File: config.mk
export PLATFORM = sky130hd
export DESIGN_NAME = dmem_port_arbiter
export DESIGN_NICKNAME = d
export VERILOG_FILES = /design/src/rtl/dmem_pkg.sv /design/src/rtl/rr_arb2.sv /design/src/rtl/dmem_port_arbiter.sv
export SDC_FILE = /design/constraint.sdc
export NUM_CORES = 1
export LEC_CHECK = 0
export CAP_MARGIN = 10
export CELL_PAD_IN_SITES_DETAIL_PLACEMENT = 2
export CELL_PAD_IN_SITES_GLOBAL_PLACEMENT = 2
export CORE_MARGIN = 1.5
export CORE_UTILIZATION = 26
export DETAILED_ROUTE_END_ITERATION = 10
export PLACE_DENSITY_LB_ADDON = 0.1
export SYNTH_ARGS = -nofsm -noshare
export SYNTH_HDL_FRONTEND = slang
export SYNTH_SLANG_ARGS = --single-unit
File: constraint.sdc
create_clock -name clk -period 3.62 [get_ports clk]
set_input_delay 0.362 -clock clk [delete_from_list [all_inputs] [get_ports clk]]
set_output_delay 0.362 -clock clk [all_outputs]
set_load 0.02 [all_outputs]
File: src/rtl/dmem_pkg.sv
// ---------------------------------------------------------------------------
// dmem_pkg
// Shared definitions for the DDR2 data-port arbiter.
//   state_e   : arbiter FSM encoding (IDLE/ISSUE/WAIT/DONE)
//   grant_e   : which requester owns the port (LOADER/CORE)
//   TMO_DATA  : load data returned to the core when an access times out
//   MEM_READ / MEM_WRITE : memory_read_or_write polarity used by cache_memory
// ---------------------------------------------------------------------------
package dmem_pkg;

  typedef enum logic [1:0] {
    ST_IDLE  = 2'd0,
    ST_ISSUE = 2'd1,
    ST_WAIT  = 2'd2,
    ST_DONE  = 2'd3
  } state_e;

  typedef enum logic {
    GRANT_LOADER = 1'b0,
    GRANT_CORE   = 1'b1
  } grant_e;

  localparam logic [31:0] TMO_DATA  = 32'hDEADBEEF;

  localparam logic        MEM_READ  = 1'b1;
  localparam logic        MEM_WRITE = 1'b0;

endpackage

File: src/rtl/rr_arb2.sv
// ---------------------------------------------------------------------------
// rr_arb2
// Two-input round-robin picker, purely combinational.
//   req[0]     : loader request (already qualified for eligibility)
//   req[1]     : core request   (already qualified for eligibility)
//   last_grant : owner of the most recently completed access
//   grant      : winner this cycle (meaningful only when valid = 1)
//   valid      : at least one request present
// ---------------------------------------------------------------------------
module rr_arb2
  import dmem_pkg::*;
(
  input  logic [1:0] req,
  input  grant_e     last_grant,
  output grant_e     grant,
  output logic       valid
);

  // On contention the requester that did not get the previous access wins;
  // a lone requester always wins immediately.
  always_comb begin
    valid = |req;
    grant = GRANT_LOADER;
    if (req == 2'b11) begin
      grant = (last_grant == GRANT_LOADER) ? GRANT_CORE : GRANT_LOADER;
    end else if (req[1]) begin
      grant = GRANT_CORE;
    end
  end

endmodule

File: src/rtl/dmem_port_arbiter.sv
// ---------------------------------------------------------------------------
// dmem_port_arbiter
// Single-port scheduler in front of the cache_memory data port. Shares the
// port between the boot-time program loader (write only) and the pipeline
// core (load/store) using a grant/issue/wait/done FSM with a watchdog.
//
// Ports:
//   clk, rstn          : clock, asynchronous active-low reset
//   boot_done          : 0 = loader phase (core ignored), 1 = core phase
//   ld_req/addr/wdata  : loader write request, held until ld_ack
//   ld_ack             : one-cycle loader completion pulse
//   cr_req/we/addr/wdata : core request (we=1 store), held until cr_ack
//   cr_rdata           : registered load data, updated on core load completion
//   cr_ack             : one-cycle core completion pulse
//   cr_stall           : cr_req & ~cr_ack
//   mem_sig, mem_read_or_write, mem_addr, mem_wdata : to cache_memory
//   mem_rdata, mem_finish : from cache_memory
//   busy               : FSM not in IDLE
//   tmo_err            : sticky watchdog timeout flag
// ---------------------------------------------------------------------------
module dmem_port_arbiter
  import dmem_pkg::*;
#(
  parameter int unsigned ADDR_W = 27,
  parameter int unsigned DATA_W = 32,
  parameter int unsigned TMO_W  = 16
) (
  input  logic              clk,
  input  logic              rstn,
  input  logic              boot_done,
  input  logic              ld_req,
  input  logic [ADDR_W-1:0] ld_addr,
  input  logic [DATA_W-1:0] ld_wdata,
  output logic              ld_ack,
  input  logic              cr_req,
  input  logic              cr_we,
  input  logic [ADDR_W-1:0] cr_addr,
  input  logic [DATA_W-1:0] cr_wdata,
  output logic [DATA_W-1:0] cr_rdata,
  output logic              cr_ack,
  output logic              cr_stall,
  output logic              mem_sig,
  output logic              mem_read_or_write,
  output logic [ADDR_W-1:0] mem_addr,
  output logic [DATA_W-1:0] mem_wdata,
  input  logic [DATA_W-1:0] mem_rdata,
  input  logic              mem_finish,
  output logic              busy,
  output logic              tmo_err
);

  state_e           state;
  grant_e           last_grant;
  grant_e           cur_grant;
  grant_e           arb_grant;
  logic             arb_valid;
  logic [1:0]       req_vec;
  logic [TMO_W-1:0] watchdog;
  logic [TMO_W-1:0] wd_next;
  logic             wd_expired;
  logic             core_load;

  // The core is only eligible once boot has finished.
  assign req_vec = {cr_req & boot_done, ld_req};

  rr_arb2 u_arb (
    .req        (req_vec),
    .last_grant (last_grant),
    .grant      (arb_grant),
    .valid      (arb_valid)
  );

  assign cr_stall = cr_req & ~cr_ack;

  // The loader never reads, so a read on the port always belongs to the core.
  assign core_load = (cur_grant == GRANT_CORE) && (mem_read_or_write == MEM_READ);

  // wd_next counts WAIT cycles including the current one; the access is
  // abandoned in the WAIT cycle where that count reaches all-ones.
  assign wd_next    = watchdog + {{(TMO_W-1){1'b0}}, 1'b1};
  assign wd_expired = &wd_next;

  // Main FSM. All port-facing outputs are registered so that mem_sig rises
  // the cycle after a request is granted and acks land the cycle after
  // mem_finish (or the timeout).
  always_ff @(posedge clk or negedge rstn) begin
    if (!rstn) begin
      state             <= ST_IDLE;
      mem_sig           <= 1'b0;
      mem_read_or_write <= MEM_READ;
      mem_addr          <= '0;
      mem_wdata         <= '0;
      ld_ack            <= 1'b0;
      cr_ack            <= 1'b0;
      cr_rdata          <= '0;
      busy              <= 1'b0;
      tmo_err           <= 1'b0;
      last_grant        <= GRANT_LOADER;
      cur_grant         <= GRANT_LOADER;
      watchdog          <= '0;
    end else begin
      ld_ack <= 1'b0;
      cr_ack <= 1'b0;
      case (state)
        ST_IDLE: begin
          if (arb_valid) begin
            cur_grant <= arb_grant;
            mem_sig   <= 1'b1;
            busy      <= 1'b1;
            state     <= ST_ISSUE;
            if (arb_grant == GRANT_CORE) begin
              mem_addr          <= cr_addr;
              mem_wdata         <= cr_wdata;
              mem_read_or_write <= cr_we ? MEM_WRITE : MEM_READ;
            end else begin
              mem_addr          <= ld_addr;
              mem_wdata         <= ld_wdata;
              mem_read_or_write <= MEM_WRITE;
            end
          end
        end

        ST_ISSUE: begin
          watchdog <= '0;
          state    <= ST_WAIT;
        end

        ST_WAIT: begin
          if (mem_finish) begin
            if (core_load) begin
              cr_rdata <= mem_rdata;
            end
            mem_sig <= 1'b0;
            ld_ack  <= (cur_grant == GRANT_LOADER);
            cr_ack  <= (cur_grant == GRANT_CORE);
            state   <= ST_DONE;
          end else if (wd_expired) begin
            if (core_load) begin
              cr_rdata <= DATA_W'(TMO_DATA);
            end
            tmo_err  <= 1'b1;
            watchdog <= wd_next;
            mem_sig  <= 1'b0;
            ld_ack   <= (cur_grant == GRANT_LOADER);
            cr_ack   <= (cur_grant == GRANT_CORE);
            state    <= ST_DONE;
          end else begin
            watchdog <= wd_next;
          end
        end

        ST_DONE: begin
          last_grant <= cur_grant;
          busy       <= 1'b0;
          state      <= ST_IDLE;
        end

        default: begin
          state <= ST_IDLE;
        end
      endcase
    end
  end

endmodule

Yosys cells after proc, flatten, opt, wreduce, memory -nomap -nowiden

Cells that the tools add are included.

Add/subtract/negate cells: 1
Equal/unequal tests: 7
Mux-type cells: 28
Bitwise gates (word level): 5
Reduce and logical (&&, ||, !) cells: 15

Operators with widths:

| operator                                                              | count |
|---|---|
| 32-bit two-way mux                                                    | 5 |
| 16-bit case mux with 2 select lines                                   | 1 |
| 27-bit two-way mux                                                    | 1 |
| 18-bit AND reduction                                                  | 1 |
| 16-bit by 1-bit adder with 16-bit output, second input constant       | 1 |
| 16-bit two-way mux                                                    | 1 |
| 16-bit AND reduction                                                  | 1 |
| 1-bit two-way mux                                                     | 14 |
| 2-bit case mux with 4 select lines                                    | 1 |
| 2-bit AND reduction                                                   | 4 |
| 2-bit nonzero test                                                    | 4 |
| 2-bit equality test, second input constant                            | 3 |
| 2-bit two-way mux                                                     | 3 |
| 3-bit AND reduction                                                   | 2 |
| 2-bit inequality test, second input constant                          | 2 |
| 1-bit case mux with 2 select lines                                    | 2 |
| 3-bit inequality test, second input constant                          | 1 |
| 1-bit inverter                                                        | 3 |
| 1-bit bitwise AND                                                     | 2 |
| 2-bit by 1-bit equality test with 1-bit output, second input constant | 1 |
| 2-bit logical NOT                                                     | 1 |
| 2-bit OR reduction                                                    | 1 |
| 1-bit logical AND                                                     | 1 |

Register bits after elaboration: 117
Input port bits: 157
Output and inout bits: 98
Logic and storage cells: 69

Depth between registers and ports, before layout

Gate-level depths: netlist (run 1).

Depth after elaboration: 5
Gate-level depth with buffers: 9
Gate-level depth less buffers: 8

Cells and area by module

From an unflattened synthesis (run 1), not the netlist that was laid out.

Cells, all modules: 585
Area, all modules: 5796.8 um2

By module, submodules not included:

| module            | times used | cells an instance | area each (um2) | sequential area each (um2) |
|---|---|---|---|---|
| dmem_port_arbiter | 1          | 583               | 5783.0          | 2929.1 |
| rr_arb2           | 1          | 2                 | 13.8            | 0.0 |

Worst setup path after synthesis (run 1)

Ideal clock, no wire load.

Path type: reg2reg
From: register watchdog[1]
To: register mem_sig
Library setup time: 0.133 ns
Arrival: 1.973 ns
Data required time: 3.487 ns
Setup slack: 1.514 ns
Cell stages (with the launch flop): 9
Buffers on the path: 2
Clock period less this slack: 2.106 ns
Path through: dfrtp_1 -> ha_1 -> buf_4 -> nand3b_1 -> a211o_1 -> a211oi_2 -> and3_1 -> buf_4 -> o31ai_1

Cells in the longest elaborated chain, start to end: 4

Ends and longest elaborated chain:

| item                                     | RTL line                 | text |
|---|---|---|
| start: declaration                       | dmem_port_arbiter.sv:58  | `logic [TMO_W-1:0] watchdog;` |
| start signal: assignment                 | dmem_port_arbiter.sv:142 | `watchdog <= wd_next;` |
| start signal: assignment                 | dmem_port_arbiter.sv:148 | `watchdog <= wd_next;` |
| 16-bit by 1-bit adder with 16-bit output | dmem_port_arbiter.sv:80  | `assign wd_next = watchdog + {{(TMO_W-1){1'b0}}, 1'b1};` |
| 16-bit AND reduction                     | dmem_port_arbiter.sv:81  | `assign wd_expired = &wd_next;` |
| 3-bit inequality test (no line)          | n/a                      |  |
| 3-bit AND reduction (no line)            | n/a                      |  |
| end signal: assignment                   | dmem_port_arbiter.sv:89  | `mem_sig <= 1'b0;` |
| end signal: assignment                   | dmem_port_arbiter.sv:108 | `mem_sig <= 1'b1;` |
| end signal: assignment                   | dmem_port_arbiter.sv:133 | `mem_sig <= 1'b0;` |
| end: declaration                         | dmem_port_arbiter.sv:42  | `output logic mem_sig,` |

No other way between the ends.
A chain may end at the register's enable or synchronous reset.

Final worst setup path (run 1)

From: register watchdog[0]
To: register ld_ack

Cells in the longest elaborated chain, start to end: 5

Ends and longest elaborated chain:

| item                                     | RTL line                 | text |
|---|---|---|
| 16-bit by 1-bit adder with 16-bit output | dmem_port_arbiter.sv:80  |  |
| 16-bit AND reduction                     | dmem_port_arbiter.sv:81  |  |
| 1-bit two-way mux                        | dmem_port_arbiter.sv:137 | `end else if (wd_expired) begin` |
| 1-bit two-way mux                        | dmem_port_arbiter.sv:129 | `if (mem_finish) begin` |
| 1-bit two-way mux                        | dmem_port_arbiter.sv:104 | `case (state)` |
| end signal: assignment                   | dmem_port_arbiter.sv:134 | `ld_ack <= (cur_grant == GRANT_LOADER);` |
| end signal: assignment                   | dmem_port_arbiter.sv:144 | `ld_ack <= (cur_grant == GRANT_LOADER);` |
| end: declaration                         | dmem_port_arbiter.sv:34  | `output logic ld_ack,` |

No other way between the ends.

==> impl_metrics.json, run 1 <==
{
  "numCtsBuffers": 17,
  "p_leak_uw": 0.004002,
  "io_pins": 255,
  "initial_utilization_pct": 26.45,
  "critPathKind": "flop to flop",
  "peakVddDrop_uv": 400.8,
  "internal-power_uw": 3935,
  "drt-total-wl_um": 21810,
  "overflow": 0,
  "hpwl_um": 16230,
  "layout-drive-gt1-share_pct": 9.113,
  "row_count": 54,
  "synth_seq_cells": 117,
  "slowest_delay_ns": 0.52,
  "synth-async-reset-ratio_pct": 100.0,
  "final_util_pct": 42.03,
  "cts_tree": "built",
  "htreeDepth": 4,
  "worstReg2RegEnd": "ld_ack$_DFF_PN0_",
  "swShare_pct": 36.59,
  "holdWs_ns": 0.4802,
  "drcViolationCount": 0,
  "cts-root-buf": "clkbuf_16",
  "core_mm2": 0.02176,
  "cts_resized": 0,
  "pwr-share-comb_pct": 39.6,
  "die_w_um": 151.8,
  "synth_edf_count": 0,
  "grt_setup_unrepaired": "no",
  "finalCritPeriodShare_pct": 79.52,
  "finalInstanceArea_mm2": 0.009145,
  "avgSynthCellArea_um2": 9.921,
  "hold_viol": 0,
  "grt_usage_pct": 18.80,
  "p_sw_uw": 2270,
  "r2r_cells": 7,
  "seq_power_share_pct": 31.8,
  "dr_total_vias": 5473,
  "cpMaxStageDelayCell": "dfrtp_1",
  "place_congestion": 0.7445,
  "tightest_slew_ns": 0.9085,
  "synth.net_count": 744,
  "final_nets": 985,
  "required_ns": 3.95,
  "skew_ns": 0.009951,
  "cts_setup_buffers": 0,
  "crit_chain": "ha_1 > nand3_1 > nor4_2 > xnor2_1 > nor2_4 > nand3_4 > a211oi_2",
  "final_cells": 1115,
  "worst_setup_path_start_kind": "flop",
  "clkSinkCount": 117,
  "place_inst": 1080,
  "multi_input_area_mm2": 0.002572,
  "ys_types": 49,
  "fillers": 2299,
  "drtAntennaViolNets": 0,
  "end_kind": "flop",
  "p_per_area_mw_per_mm2": 678.5,
  "fmax_mhz": 347.4,
  "hold_start": "mem_addr[10]$_DFFE_PN0P_",
  "hold_class": "flop to flop",
  "synth_cells": 580,
  "min_period_ns": 2.879,
  "p_clk_share_pct": 28.7,
  "first_pass_iters": 4,
  "grt_max_degree": 67,
  "slew_viol_final": 0,
  "final-seq-area_mm2": 0.002929,
  "dieArea_mm2": 0.02303,
  "synth_ff_type": "dfrtp_1",
  "place_area_mm2": 0.008499,
  "vias_per_cell": 4.909,
  "ys_warn_count": 0,
  "cp.arrival_ns": 3.21,
  "cp-startpoint": "watchdog[0]$_DFFE_PN0P_",
  "portBuffers": 254,
  "tns_ns": 0,
  "syn_area_mm2": 0.005754,
  "grt_pass1_vias": 6052,
  "maxCapViolCount": 0,
  "slew_headroom_pct": 39.28,
  "clkTransAtPathRegs_ns": 0.06,
  "wl_per_cell_um": 19.56,
  "antenna_found_initial": 1,
  "status": "finished, final reports clean",
  "hold_buffers": 1,
  "area_growth_pct": 58.93,
  "grt_pass1_wl_um": 32930,
  "drt_iter0_markers": 156,
  "seq_area_frac_synth_pct": 50.90,
  "crit_path_end": "ld_ack$_DFF_PN0_",
  "r2r_slack_ns": 0.74,
  "die_h_um": 151.8,
  "insertion_delay_ns": 0.42,
  "rr_startpoint": "watchdog[0]$_DFFE_PN0P_",
  "worst-path-max-fanout": 27,
  "setup_viol": 0,
  "cts_buffer_depth": 2
}
==> worst max-delay path, delay by kind of cell, from the launching register on <==
family,cells,cell delay [ns]
AOI/OAI and AO/OA,1,0.34
xor gates and xnor gates,1,0.18
adders and majority gates,1,0.42
DFF,1,0.52
and+or+nand+nor,4,1.33
==> flip-flops by register name, summed over array words and instances, names as in the netlist, 2 cells and up <==
name,count
cr_rdata,32
mem_addr,27
mem_wdata,32
state,2
watchdog,16
==> power groups by stage <==
stage	clock network [µW]	logic, µW	registers, µW
2_1_floorplan	0	785	2380
6_report	1780	2450	1970
5_1_grt	1890	2680	2030
3_5_place_dp	0	2470	2000
3_3_place_gp	0	2400	1960
4_1_cts	1830	2490	1980
==> worst min-delay path by stage <==
stage               depth (start not counted)                       endpoint
floorplan                                   0               busy$_DFFE_PN0P_
global placement                            1       cr_rdata[21]$_DFFE_PN0P_
detailed placement                          1       cr_rdata[21]$_DFFE_PN0P_
CTS                                         2  mem_read_or_write$_DFFE_PN1P_
global route                                2  mem_read_or_write$_DFFE_PN1P_
finish                                      2       mem_addr[10]$_DFFE_PN0P_
==> area by class of cell <==
type / instances / share of cell area [%]
flip-flops and latches: 117 / 32.03
repair buffers: 263 / 28.81
multi-input cells: 414 / 28.13
clock buffers: 19 / 4.953
well taps: 280 / 3.831
clock inverters: 13 / 1.888
inverters: 8 / 0.3284
diodes: 1 / 0.02736
==> logic make-up (layout without fill, tap and decap cells) <==
group	Yosys count	after routing	share of synthesized area, %
AOI/OAI and AO/OA	179	179	19.09
DFF	117	117	50.90
muxes	60	60	10.46
xor gates and xnor gates	2	2	0.3045
buffers and inverters	49	303	4.740
adders and majority gates	7	7	1.522
other	0	1	0
and+or+nand+nor	166	166	12.98
==> layer usage <==
layer	track usage [%]	routed length, µm	vias to the layer above
met4	7.067	490	0
met3	4.341	1179	31
li1	-	-	2546
met5	0	0	-
met2	33.80	11430	156
met1	21.57	8707	2740
==> placed cells by master, fill, tap and decap left out, types with 3 or more instances in the layout <==
cell / count
a22oi_1: 9
nand3_1: 11
a21oi_2: 20
a21oi_1: 10
clkdlybuf4s50_1: 253
inv_1: 8
clkinvlp_4: 4
o21ai_1: 9
nor2_1: 38
a31oi_1: 6
nand2_1: 89
bufinv_16: 3
nand4_1: 7
inv_6: 3
o21ai_0: 82
dfrtp_1: 116
nand3b_1: 3
o31ai_1: 7
o22ai_1: 25
ha_1: 7
clkbuf_16: 17
mux2i_1: 59
buf_4: 7
clkinv_4: 3
and3_1: 5
==> cells in the mapped netlist, types with 2 or more instances <==
cell type	n	area, µm²
nor3_1	2	10.01
a22oi_1	9	67.56
ha_1	7	87.58
mux2i_1	59	590.6
clkbuf_1	19	71.32
dlygate4sd3_1	2	20.02
a211oi_2	2	25.02
a21oi_2	20	175.2
a21oi_1	10	50.05
xnor2_1	2	17.52
buf_6	6	67.56
nand2_1	89	334.1
buf_4	3	22.52
dlygate4sd1_1	3	26.28
nand4_1	7	43.79
and3_1	5	31.28
nor2_1	38	142.6
dfrtp_1	116	2903
nand3_1	12	60.06
a31oi_1	6	37.54
o21ai_1	9	45.04
inv_1	8	30.03
o31ai_1	7	52.55
o21ai_0	82	410.4
nand3b_1	3	22.52
buf_1	4	15.01
o22ai_1	25	156.4
buf_2	4	20.02
==> metrics by stage <==
step / total power [µW] / setup slack (ns)
4_1_cts: 6306 / 0.6940
3_5_place_dp: 4470 / 0.7496
6_report: 6205 / 0.7415
5_1_grt: 6597 / 0.4303
2_1_floorplan: 3164 / 1.514
3_3_place_gp: 4360 / 0.9729
No activity file was read; power rests on OpenSTA's default activity.
==> run 2: changes to the inputs <==
--- a/config.mk
+++ b/config.mk
@@ -9,7 +9,7 @@
 export CELL_PAD_IN_SITES_DETAIL_PLACEMENT = 2
 export CELL_PAD_IN_SITES_GLOBAL_PLACEMENT = 2
 export CORE_MARGIN = 1.5
-export CORE_UTILIZATION = 26
+export CORE_UTILIZATION = 24
 export DETAILED_ROUTE_END_ITERATION = 10
 export PLACE_DENSITY_LB_ADDON = 0.1
 export SYNTH_ARGS = -nofsm -noshare
==> constraint.sdc (replaced) <==
create_clock -name clk -period 2.9 [get_ports clk]
set_input_delay 0.29 -clock clk [delete_from_list [all_inputs] [get_ports clk]]
set_output_delay 0.29 -clock clk [all_outputs]
set_load 0.02 [all_outputs]
==> run 2 against run 1 <==
Compared with the run above: non-clock buffer count is 3 higher; highest routed layer unchanged; core utilization is 2.7 points lower; maximum frequency is 8.0% higher; clock power is 25% higher; register-to-register slack worse by 0.51 ns; cell count is 3.8% higher; critical endpoint is now cr_rdata[26]$_DFFE_PN0P_.
==> impl_metrics.json, run 2 (synthesis gave the netlist of run 1 again) <==
{
  "status": "finished, final reports clean",
  "hold_viol": 0,
  "drtAntennaViolNets": 0,
  "grt_pass1_vias": 5941,
  "mostFrequentLayoutCell": "clkdlybuf4s50_1",
  "insertion_delay_ns": 0.42,
  "cp.arrival_ns": 3.01,
  "place_congestion": 0.7457,
  "hold_class": "input pin to flop",
  "largestRegisters": "cr_rdata (32), mem_wdata (32), mem_addr (27)",
  "cts-root-buf": "clkbuf_16",
  "grt_usage_pct": 17.51,
  "fin_ws_ns": 0.2345,
  "skew_ns": 0.009135,
  "cts_tree": "built",
  "tightest_slew_ns": 0.8810,
  "clkSinkCount": 117,
  "slowest_delay_ns": 0.51,
  "io_pins": 255,
  "core_mm2": 0.02347,
  "finalCritPeriodShare_pct": 91.91,
  "path_delay_family": "compound AO/OA/AOI/OAI gates",
  "crit_chain": "ha_1 > nand2_1 > nor4b_2 > o21ai_1 > a211oi_4 > nand3_4 > buf_4 > a21oi_1",
  "grt_max_degree": 88,
  "drcViolationCount": 0,
  "tns_ns": 0,
  "min_period_ns": 2.666,
  "setup_viol": 0,
  "initial_utilization_pct": 24.51,
  "end_kind": "flop",
  "hpwl_um": 16100,
  "row_count": 56,
  "layout-drive-gt1-share_pct": 9.319,
  "p_per_area_mw_per_mm2": 840.8,
  "wl_per_cell_um": 18.73,
  "grt_pass1_wl_um": 33180,
  "holdWs_ns": 0.3918,
  "place_ws_ns": 0.1182,
  "htreeDepth": 4,
  "required_ns": 3.24,
  "first_pass_iters": 4,
  "dr_total_vias": 5480,
  "cts_buffer_depth": 2,
  "final_nets": 988,
  "drt_iter0_markers": 176,
  "grt_setup_unrepaired": "no",
  "portBuffers": 254,
  "antenna_found_initial": 1,
  "cpMaxStageDelayCell": "dfrtp_1",
  "cp_num_buf_inv": 1,
  "dieArea_mm2": 0.02491,
  "mostFrequentLayoutCells": "clkdlybuf4s50_1, dfrtp_1, nand2_1, o21ai_0, mux2i_1",
  "clkTransAtPathRegs_ns": 0.06,
  "p_leak_uw": 0.004018,
  "r2r_slack_ns": 0.23,
  "slew_headroom_pct": 41.13,
  "peakVddDrop_uv": 442.3,
  "die_h_um": 157.8,
  "worst-path-max-fanout": 15,
  "numCtsBuffers": 17,
  "cts_setup_buffers": 0,
  "vias_per_cell": 4.736,
  "drt-total-wl_um": 21670,
  "fmax_mhz": 375.2,
  "die_w_um": 157.8,
  "critPathKind": "flop to flop",
  "overflow": 0,
  "maxCapViolCount": 0,
  "slew_viol_final": 0,
  "area_growth_pct": 60.36,
  "worst_setup_path_start_kind": "flop"
}
[run 2: final timing paths]
path,end,cells past startpoint,from
setup reg to reg,cr_rdata[26]$_DFFE_PN0P_,8,watchdog[0]$_DFFE_PN0P_
hold / removal,mem_read_or_write$_DFFE_PN1P_,2,cr_we
min in group asynchronous,cr_rdata[6]$_DFFE_PN0P_,2,rstn
max in group asynchronous,mem_addr[21]$_DFFE_PN0P_,3,rstn
hold reg to reg,tmo_err$_DFFE_PN0P_,1,tmo_err$_DFFE_PN0P_
setup / recovery,cr_rdata[26]$_DFFE_PN0P_,8,watchdog[0]$_DFFE_PN0P_
[run 2: metrics by stage]
| stage | area, µm² | total power [µW] | instances | utilization (%) |
|---|---|---|---|---|
| 6_report | 9228 | 7759 | 1157 | 39.31 |
| 3_5_place_dp | 8591 | 5614 | 1123 | 36.60 |
| 3_3_place_gp | 8591 | 5472 | 1123 | 36.60 |
| 4_1_cts | 9218 | 7900 | 1156 | 39.27 |
| 5_1_grt | 9228 | 8252 | 1157 | 39.31 |
| 2_1_floorplan | 5754 | 3950 | 580 | - |
[run 2: repair_timing]
item / CTS / global route
gates resized for setup: 0 / 1
setup endpoints to repair: 0 / 24
hold endpoints to repair: 47 / 0
hold buffers: 1 / 0
[run 2: area by class of cell]
class,instances,area [µm²]
well taps,319,399.1
fillers,2501,14240
clock inverters,13,173.9
inverters,8,30.03
clock buffers,19,442.9
flip-flops and latches,117,2929
multi-input cells,414,2580
diodes,1,2.502
repair buffers,266,2670
[run 2: where the power goes]
group          internal [µW]  switching, µW  leakage [µW]
logic                   1380           1720       0.00224
clock network           1380            834      0.000290
registers               2130            315       0.00148
total                   4890           2860       0.00402
[run 2: metal layers]
metal  wire [µm]  up-vias  GRT usage (%)
li1            -     2562              -
met1        8693     2744          20.06
met2       11440      150          31.62
met3        1204       24          4.134
met4         331        0          6.199
met5           0        -              0
[run 2: worst reg2reg max path, cell delays in order, from the launching register on]
cell and delay, ns:
dfrtp_1 0.51, ha_1 0.41, nand2_1 0.17, nor4b_2 0.24, o21ai_1 0.13, a211oi_4 0.40
nand3_4 0.26, buf_4 0.31, a21oi_1 0.17
